`config.mk`:
```
export PLATFORM = sky130hd
export DESIGN_NAME = parity_rx_framer_flat
export DESIGN_NICKNAME = d
export VERILOG_FILES = /design/src/rtl/parity_link_pkg.sv /design/src/rtl/parity_rx_framer_if.sv /design/src/rtl/rx_hold_reg.sv /design/src/rtl/parity_rx_framer.sv /design/src/flat_wrapper.sv
export SDC_FILE = /design/constraint.sdc
export NUM_CORES = 1
export LEC_CHECK = 0
export ABC_CLOCK_PERIOD_IN_PS = 2400
export CORE_UTILIZATION = 40
export CTS_CLUSTER_DIAMETER = 80
export DETAILED_ROUTE_END_ITERATION = 6
export PLACE_DENSITY = 0.64
export SETUP_SLACK_MARGIN = 0.05
export SLEW_MARGIN = 10
export SYNTH_ARGS = -nofsm -noshare
export SYNTH_HDL_FRONTEND = slang
export SYNTH_SLANG_ARGS = --single-unit
```
`constraint.sdc`:
```
create_clock -name Clk -period 2.4 [get_ports Clk]
set_input_delay 0.48 -clock Clk [delete_from_list [all_inputs] [get_ports Clk]]
set_output_delay 0.48 -clock Clk [all_outputs]
set_load 0.01 [all_outputs]
```
`src/rtl/parity_link_pkg.sv`:
```
// Shared definitions for the parity link: receiver FSM states, frame-level
// line constants and the parity reduction used by both link ends.
package parity_link_pkg;

  typedef enum logic [2:0] {
    ST_IDLE,
    ST_DATA,
    ST_PARITY,
    ST_STOP,
    ST_HUNT
  } rx_state_e;

  localparam logic START_BIT = 1'b1;
  localparam logic STOP_BIT  = 1'b0;
  localparam logic LINE_IDLE = 1'b0;

  // Callers zero-extend their word; extra zeros do not change the XOR.
  function automatic logic reduce_parity(input logic [31:0] bits);
    return ^bits;
  endfunction

endpackage

```
`src/rtl/parity_rx_framer_if.sv`:
```
// Serial-in / word-out bundle of the parity receiver. The master modport is
// the framer itself, the slave modport is the line driver plus word consumer.
interface parity_rx_framer_if #(
  parameter int DATA_W = 8
);
  logic              SDin;
  logic              Dready;
  logic [DATA_W-1:0] Dout;
  logic              Dvalid;
  logic              Par_error;
  logic              Frame_error;
  logic              Overrun;
  logic              Busy;

  modport master (
    input  SDin, Dready,
    output Dout, Dvalid, Par_error, Frame_error, Overrun, Busy
  );

  modport slave (
    output SDin, Dready,
    input  Dout, Dvalid, Par_error, Frame_error, Overrun, Busy
  );
endinterface

```
`src/rtl/rx_hold_reg.sv`:
```
// Valid/ready output register for received words with a sticky overrun flag
// raised whenever a completed frame has to be dropped.
module rx_hold_reg #(
  parameter int DATA_W = 8
) (
  input  logic              clk,
  input  logic              rst_n,
  input  logic              i_load,
  input  logic [DATA_W-1:0] i_data,
  input  logic              i_par_err,
  input  logic              i_frm_err,
  input  logic              i_ready,
  output logic [DATA_W-1:0] o_data,
  output logic              o_valid,
  output logic              o_par_err,
  output logic              o_frm_err,
  output logic              o_overrun
);

  logic [DATA_W-1:0] r_data;
  logic              r_valid;
  logic              r_par_err;
  logic              r_frm_err;
  logic              r_overrun;

  logic w_accept;
  logic w_take;
  logic w_drop;

  assign w_accept = r_valid & i_ready;
  assign w_take   = i_load & (~r_valid | i_ready);
  assign w_drop   = i_load & r_valid & ~i_ready;

  // NOTE: non-blocking assignments keep every register sampling pre-edge values.
  always_ff @(posedge clk) begin
    if (!rst_n) begin
      r_data    <= '0;
      r_valid   <= 1'b0;
      r_par_err <= 1'b0;
      r_frm_err <= 1'b0;
      r_overrun <= 1'b0;
    end else begin
      if (w_take) begin
        r_data    <= i_data;
        r_par_err <= i_par_err;
        r_frm_err <= i_frm_err;
        r_valid   <= 1'b1;
      end else if (w_accept) begin
        r_valid   <= 1'b0;
        r_par_err <= 1'b0;
        r_frm_err <= 1'b0;
      end

      // A drop needs Dready low, so it can never coincide with an accept.
      if (w_drop) begin
        r_overrun <= 1'b1;
      end else if (w_accept) begin
        r_overrun <= 1'b0;
      end
    end
  end

  assign o_data    = r_data;
  assign o_valid   = r_valid;
  assign o_par_err = r_par_err;
  assign o_frm_err = r_frm_err;
  assign o_overrun = r_overrun;

endmodule

```
`src/rtl/parity_rx_framer.sv`:
```
// Bit-synchronous frame receiver: start bit, DATA_W data bits MSB first,
// parity bit, stop bit. Completed frames go to the rx_hold_reg output stage.
module parity_rx_framer
  import parity_link_pkg::*;
#(
  parameter int DATA_W     = 8,
  parameter int PARITY_ODD = 0
) (
  input logic                Clk,
  input logic                Rst_n,
  parity_rx_framer_if.master bus
);

  localparam int CNT_W = $clog2(DATA_W + 1);

  rx_state_e r_state;
  rx_state_e w_next;

  logic [CNT_W-1:0]  r_cnt;
  logic [DATA_W-1:0] r_shift;
  logic              r_par_bit;
  logic              r_busy;

  logic w_cnt_clr;
  logic w_shift_en;
  logic w_par_latch;
  logic w_frame_done;
  logic w_last_bit;
  logic w_par_err;
  logic w_frm_err;

  logic [DATA_W-1:0] w_dout;
  logic              w_dvalid;
  logic              w_par_err_q;
  logic              w_frm_err_q;
  logic              w_overrun;

  assign w_last_bit = (r_cnt == CNT_W'(DATA_W - 1));

  always_ff @(posedge Clk) begin
    if (!Rst_n) begin
      r_state <= ST_IDLE;
    end else begin
      r_state <= w_next;
    end
  end

  // NOTE: defaulting every always_comb output first keeps latches from being inferred.
  always_comb begin
    w_next = r_state;
    case (r_state)
      ST_IDLE:   if (bus.SDin == START_BIT) w_next = ST_DATA;
      ST_DATA:   if (w_last_bit) w_next = ST_PARITY;
      ST_PARITY: w_next = ST_STOP;
      ST_STOP:   w_next = (bus.SDin == STOP_BIT) ? ST_IDLE : ST_HUNT;
      ST_HUNT:   if (bus.SDin == LINE_IDLE) w_next = ST_IDLE;
      default:   w_next = ST_IDLE;
    endcase
  end

  always_comb begin
    w_cnt_clr    = 1'b0;
    w_shift_en   = 1'b0;
    w_par_latch  = 1'b0;
    w_frame_done = 1'b0;
    case (r_state)
      ST_IDLE:   w_cnt_clr    = (bus.SDin == START_BIT);
      ST_DATA:   w_shift_en   = 1'b1;
      ST_PARITY: w_par_latch  = 1'b1;
      ST_STOP:   w_frame_done = 1'b1;
      default:   ;
    endcase
  end

  always_ff @(posedge Clk) begin
    if (!Rst_n) begin
      r_cnt     <= '0;
      r_shift   <= '0;
      r_par_bit <= 1'b0;
      r_busy    <= 1'b0;
    end else begin
      if (w_cnt_clr) begin
        r_cnt <= '0;
      end else if (w_shift_en) begin
        r_cnt <= r_cnt + 1'b1;
      end

      if (w_shift_en) begin
        r_shift <= {r_shift[DATA_W-2:0], bus.SDin};
      end

      if (w_par_latch) begin
        r_par_bit <= bus.SDin;
      end

      // Busy mirrors the state being entered so it stays a plain flop output.
      r_busy <= (w_next == ST_DATA) || (w_next == ST_PARITY) || (w_next == ST_STOP);
    end
  end

  assign w_par_err = reduce_parity(32'(r_shift)) ^ r_par_bit ^ PARITY_ODD[0];
  assign w_frm_err = (bus.SDin != STOP_BIT);

  rx_hold_reg #(
    .DATA_W (DATA_W)
  ) u_hold (
    .clk       (Clk),
    .rst_n     (Rst_n),
    .i_load    (w_frame_done),
    .i_data    (r_shift),
    .i_par_err (w_par_err),
    .i_frm_err (w_frm_err),
    .i_ready   (bus.Dready),
    .o_data    (w_dout),
    .o_valid   (w_dvalid),
    .o_par_err (w_par_err_q),
    .o_frm_err (w_frm_err_q),
    .o_overrun (w_overrun)
  );

  assign bus.Dout        = w_dout;
  assign bus.Dvalid      = w_dvalid;
  assign bus.Par_error   = w_par_err_q;
  assign bus.Frame_error = w_frm_err_q;
  assign bus.Overrun     = w_overrun;
  assign bus.Busy        = r_busy;

endmodule

```
`src/flat_wrapper.sv`:
```
// flat-port wrapper written by rule: the top's interface ports become plain ports
module parity_rx_framer_flat import parity_link_pkg::*;
#(
  parameter int DATA_W     = 8,
  parameter int PARITY_ODD = 0
)
  (Clk, Rst_n, bus_SDin, bus_Dready, bus_Dout, bus_Dvalid, bus_Par_error, bus_Frame_error, bus_Overrun, bus_Busy);
  parity_rx_framer_if #(.DATA_W(DATA_W)) bus_i ();
  input logic Clk;
  input logic Rst_n;
  input wire logic [$bits(bus_i.SDin)-1:0] bus_SDin;
  input wire logic [$bits(bus_i.Dready)-1:0] bus_Dready;
  output wire logic [$bits(bus_i.Dout)-1:0] bus_Dout;
  output wire logic [$bits(bus_i.Dvalid)-1:0] bus_Dvalid;
  output wire logic [$bits(bus_i.Par_error)-1:0] bus_Par_error;
  output wire logic [$bits(bus_i.Frame_error)-1:0] bus_Frame_error;
  output wire logic [$bits(bus_i.Overrun)-1:0] bus_Overrun;
  output wire logic [$bits(bus_i.Busy)-1:0] bus_Busy;
  assign bus_i.SDin = bus_SDin;
  assign bus_i.Dready = bus_Dready;
  assign bus_Dout = bus_i.Dout;
  assign bus_Dvalid = bus_i.Dvalid;
  assign bus_Par_error = bus_i.Par_error;
  assign bus_Frame_error = bus_i.Frame_error;
  assign bus_Overrun = bus_i.Overrun;
  assign bus_Busy = bus_i.Busy;
  parity_rx_framer #(.DATA_W(DATA_W), .PARITY_ODD(PARITY_ODD)) u_core (.Clk(Clk), .Rst_n(Rst_n), .bus(bus_i));
endmodule
```
* Word level (Yosys, flattened, before mapping) *
Index checks and enable logic that the tools add are counted.

word-level totals
  memories = 0
  ROM bits = 0
  register bits = 29
  bits in latches = 0
  RAM bits = 0
  input port bits = 4
  word-level logic and storage cells = 49

operators by class
  $lt $le $gt $ge = 0
  bitwise operators = 9
  eq/ne operators = 8
  reductions and logical operators = 7
  $add $sub $neg = 1
  shift-type cells = 0
  multiply operators = 0
  divide/modulo/power cells = 0
  muxes and demuxes = 14

operator list
  operator                                             count
  XOR reduction 32 bit                                 1
  one-hot mux 3 bit (5 select lines)                   1
  equality test 3 x 2 -> 1 bit, second input constant  4
  two-way mux 3 bit                                    4
  two-way mux 1 bit                                    9
  equality test 3 x 1 -> 1 bit, second input constant  2
  adder 4 x 1 -> 4 bit, second input constant          1
  bitwise AND 1 bit                                    4
  equality test 4 x 3 -> 1 bit, second input constant  1
  nonzero test 2 bit                                   2
  equality test 3 bit, second input constant           1
  logical NOT 3 bit                                    1
  NOT 1 bit                                            3
  logical OR 1 bit                                     2
  OR reduction 2 bit                                   1
  bitwise OR 1 bit                                     1
  XOR 1 bit                                            1

* Depth between registers and ports, before layout *
  word-level depth = 6
  depth in mapped cells = 6

* By module *
Synthesis repeated with hierarchy kept, for this count alone.

second synthesis, totals
  cells, all modules = 141
  area, all modules = 1261.2 um^2

by module, submodules not included
  module            sequential area each (um^2)  cells each  times used  area an instance (um^2)
  parity_rx_framer  340.3                        87          1           770.7
  rx_hold_reg       240.2                        54          1           490.5

* Least setup slack after synthesis *
No wires, ideal clock.

  kind = input-to-reg
  start point = input port bus_SDin
  end point = register u_core.r_cnt[0]
  stages on the path = 3
  required time = 2.261 ns
  slack = 1.130 ns
  arrival = 1.131 ns
  library setup time = 0.139 ns
  path through = inv_1 > o41ai_1 > nor2_1

on the way
  longest elaborated chain between the ends = 2

RTL lines
  what                          RTL line                source
  start, declared               flat_wrapper.sv:11      input wire logic [$bits(bus_i.SDin)-1:0] bus_SDin;
  two-way mux 1 bit             parity_rx_framer.sv:66  case (r_state)
  OR reduction 2 bit (no line)  -
  end signal, assigned          parity_rx_framer.sv:85  r_cnt <= r_cnt + 1'b1;
  end, declared                 parity_rx_framer.sv:19  logic [CNT_W-1:0] r_cnt;

No other way between the ends.
A chain may end at the register's enable or synchronous reset.

* Worst setup path in the final report *
  start point = register u_core.u_hold.r_valid (netlist: u_core.u_hold.o_valid)
  end point = output port bus_Dvalid

RTL lines
  what                    RTL line            source
  start, declared         rx_hold_reg.sv:21   logic r_valid;
  start signal, assigned  rx_hold_reg.sv:38   r_valid <= 1'b0;
  start signal, assigned  rx_hold_reg.sv:47   r_valid <= 1'b1;
  start signal, assigned  rx_hold_reg.sv:49   r_valid <= 1'b0;
  end, declared           flat_wrapper.sv:14  output wire logic [$bits(bus_i.Dvalid)-1:0] bus_Dvalid;

No word-level cell between the ends.

==> summary.md <==
| Metric | Value |
|---|---|
| Post-synth EDFFs | 0 |
| Post-synthesis cell type count | 33 |
| Most frequent cells after synthesis | dfxtp_1 (29), mux2i_1 (17), nor2b_1 (17), nand2_1 (7), nor2_1 (7) |
| Initial cell density of the core | 41.9% |
| Setup_tns | 0 ns |
| Maximum VDD drop | roughly 0.34 mV |
| Crit path DAT | between 1 and 1.5 ns |
| Power share of the sequential group | 59.2% |
| Critical Path RT | approximately 1.9 ns |
| PD cells | 549 nW/µm² |
| Asr flop ratio synth | 0% |
| Max-Cap Viols | 0 |
| Hold path startpoint | u_core.u_hold.o_overrun$_SDFFE_PN0P_ |
| Vias | 868 |
| Inst Count DP | 177 |
| Reg2reg path depth | 4 |
| Mux share of post-synthesis cell area | a little over an eighth |
| Ranking of synthesized cells by area | dfxtp_1 (46%), mux2i_1 (13%), nor2b_1 (8.4%) |
| Initial antenna violation count | 0 |
| Crit. End Element | primary output |
| Detailed Route Iter0 Violations | 58 |
| Final worst-path cycle share | 73.4% |
| HPWL after DPL | roughly 1500 µm |
| Main combinational cell family by area after synthesis | simple AND/OR/NAND/NOR gates |
| TritonCTS Buffers | 5 |
| Top Family by Delay on Critical Path | buffers and inverters |
| RSZ-0062 raised after global routing | no |
| Worst R2R Setup Slack | 0.83 ns |
| Total GRT Usage | 15.1% |
| CP Launch Type | flop |
| Critical path, cell by cell | clkdlybuf4s50_1 |
| Synth Area in Compound Gates | under 10% |
| Critical path class | reg -> out |
| Leak | 0.565 nW |
| CTS tree | done |
| Final #Nets | 145 |
| Sw frac | 21.8% |
| Root Buffer | clkbuf_4 |
| Antenna Nets Post-Route | 0 |
| Post-Layout Cell Count | 184 |
| Num Clock Sinks | 29 |
| Main synth FF type | dfxtp_1 |
| Register area share after synthesis | 45.7% |
| RePlAce Congestion | 0.697 |
| H-tree depth | 2 |
| Layout cells sized above 1 | 7.86% |
| Slew Viols, Final | 0 |
| Syn avg cell area | ~11 µm² |
| F_max | between 500 and 600 MHz |
| Cell area after synthesis | ~1300 µm² |
| Worst path bufs/invs | 1 |
| Crit path max-delay cell type | clkdlybuf4s50_1 |
| Most instantiated library cell after synthesis | dfxtp_1 |
| Syn Inst Count | 120 |
| Slew Limit Headroom | 59.5% |
| Vias per cell | 4.72 |
| GRT Residual Overflow | 0 |
| Adder-cell share of the synthesized area | less than 1% |
| Cell taking the most area after synthesis | dfxtp_1 |
| Psw | 0.182 mW |
| Final WL | 2120 µm |
| Fin crit period | 1.76 ns |
| Core area | about 3000 µm² |
| CP peak stage delay | 0.56 ns |
| Reg area | around 580 µm² |
| Post-CTS Hold Fix Bufs | 0 |
| I/O Pins | 17 |
| CTS clk-pin slew, worst paths | about 0.08 ns |
| Number of rows in the core area | 20 |
| Antenna fix cells | 0 |
| CP max FO | 6 |
| DIE HEIGHT | around 58 µm |
| Multi-input gate area | about 650 µm² |
| Hold path endpoint | u_core.u_hold.o_overrun$_SDFFE_PN0P_ |
| Port bufs | 16 |
| Largest net degree at the start of global routing | 16 |
| First-pass GRT wire length | 3750 µm |
| Status | completed |
| R2R Path End | u_core.r_shift[6]$_SDFFE_PN0P_ |
| Synthesis Warnings | 0 |
| Worst Tran Pin Value | 0.600 ns |
| Syn nets | 125 |
| Internal Power | 0.653 mW |
| Logic gate share of total power | 6.1% |
| Setup bufs post-CTS | 0 |
| Filler cells | 287 |
| Vias in the first global route | a little over 800 |
| Hold Path Cell Cnt | 2 |
| Crit Reg-Reg Startpoint | u_core.r_state[0]$_SDFF_PN0_ |
| Yosys top cell area share | 45.7% |
| Clock Path Buffers | 2 |
| Final hold violations | 0 |
| Die Wd | 58.3 µm |
| Die Footprint | 3400 µm² |
| Initial DRT Pass Iterations | 4 |
| Post-synthesis simple-gate area fraction | 22.0% |
| Worst hold slack | 0.479 ns |
| Clk Latency, worst-skew pair | about 0.32 ns |
| Yosys reg bits | 29 |
| Endpoints failing setup | 0 |
| Avg WL per Cell | 11.5 µm |
| DRC Markers | 0 |
| Area delta synth->final | 19.8% |
| Xor/xnor cell area share of the yosys netlist | 7.29% |
| Clock share of power | 34.7% |
| Hold Crit Class | reg -> reg |
| Skew final | 0.00843 ns |
| Resized cells post-CTS | 0 |
registers in the layout (all words and copies together) (netlist names), 3 cells and up:
signal,count
u_core.r_state,3
u_core.r_shift,8
u_core.u_hold.o_data,8
u_core.r_cnt,4
logic make-up after synthesis:
family,Yosys count
buf+inv,6
simple gates,43
fa+ha+maj,1
xor+xnor,9
mux,17
compound gates,15
flops,29
worst max-delay path by stage:
stage / startpoint / endpoint / depth (start not counted)
floorplan: bus_SDin / u_core.r_cnt[0]$_SDFFE_PP0P_ / 3
global placement: bus_SDin / u_core.r_cnt[1]$_SDFFE_PP0P_ / 4
detailed placement: bus_SDin / u_core.r_cnt[0]$_SDFFE_PP0P_ / 4
CTS: u_core.u_hold.o_valid$_SDFFE_PN0P_ / bus_Dvalid / 1
global route: bus_SDin / u_core.r_cnt[0]$_SDFFE_PP0P_ / 4
finish: u_core.u_hold.o_valid$_SDFFE_PN0P_ / bus_Dvalid / 1
power by group through the flow:
stage / logic, mW / clock network (mW) / registers, mW
after floorplan: 0.0406 / 0 / 0.502
after global placement: 0.0506 / 0 / 0.506
after detailed placement: 0.0515 / 0 / 0.506
after CTS: 0.0519 / 0.300 / 0.495
after global routing: 0.0560 / 0.331 / 0.496
final: 0.0509 / 0.290 / 0.495
metrics by stage:
stage               total power [mW]  instance area, µm²  utilization (%)  setup WS (ns)
floorplan                      0.543                1270                -           1.13
global placement               0.556                1470             48.4          0.426
detailed placement             0.558                1470             48.4          0.395
CTS                            0.847                1520             50.2          0.614
global route                   0.884                1520             50.2          0.560
finish                         0.835                1520             50.2          0.639
layout by cell type, fill, tap and decap left out:
cell type,synthesis,routed
dfxtp_1,29,29
mux2i_1,17,17
nor2b_1,17,17
clkdlybuf4s50_1,0,16
nor2_1,7,7
nand2_1,7,7
xnor2_1,5,5
clkbuf_4,0,5
a21oi_1,4,4
xor2_1,3,3
nand2b_1,2,2
a211oi_1,2,2
o21ai_0,2,2
a21boi_0,2,2
buf_4,2,2
inv_1,1,1
o41ai_1,1,1
nor3b_4,1,1
nand4b_1,1,1
nor3_1,1,1
a21o_1,1,1
nand3b_4,1,1
and2b_1,1,1
nor2_8,1,1
xnor3_1,1,1
o2111ai_1,1,1
o21ai_1,1,1
and3b_1,1,1
o21a_1,1,1
or3_1,1,1
nand4_1,1,1
or2_0,1,1
ha_1,1,1
clkbuf_1,2,1
clkbuf_8,0,1
layer usage:
metal | vias to the layer above | wire (µm) | track usage (%)
met5 | - | 0 | 0
met4 | 0 | 48 | 8.16
met3 | 6 | 123 | 6.15
met2 | 21 | 928 | 21.3
met1 | 395 | 1020 | 19.6
li1 | 446 | - | -
final cells by class:
type                            instances  area share [%]
Timing Repair Buffer                   18            11.5
Sequential cell                        29            38.2
Clock buffer                            7            3.62
Tap cell                               44            3.62
Inverter                                1           0.247
Multi-Input combinational cell         85            42.8
(Power assumes the default switching activity.)
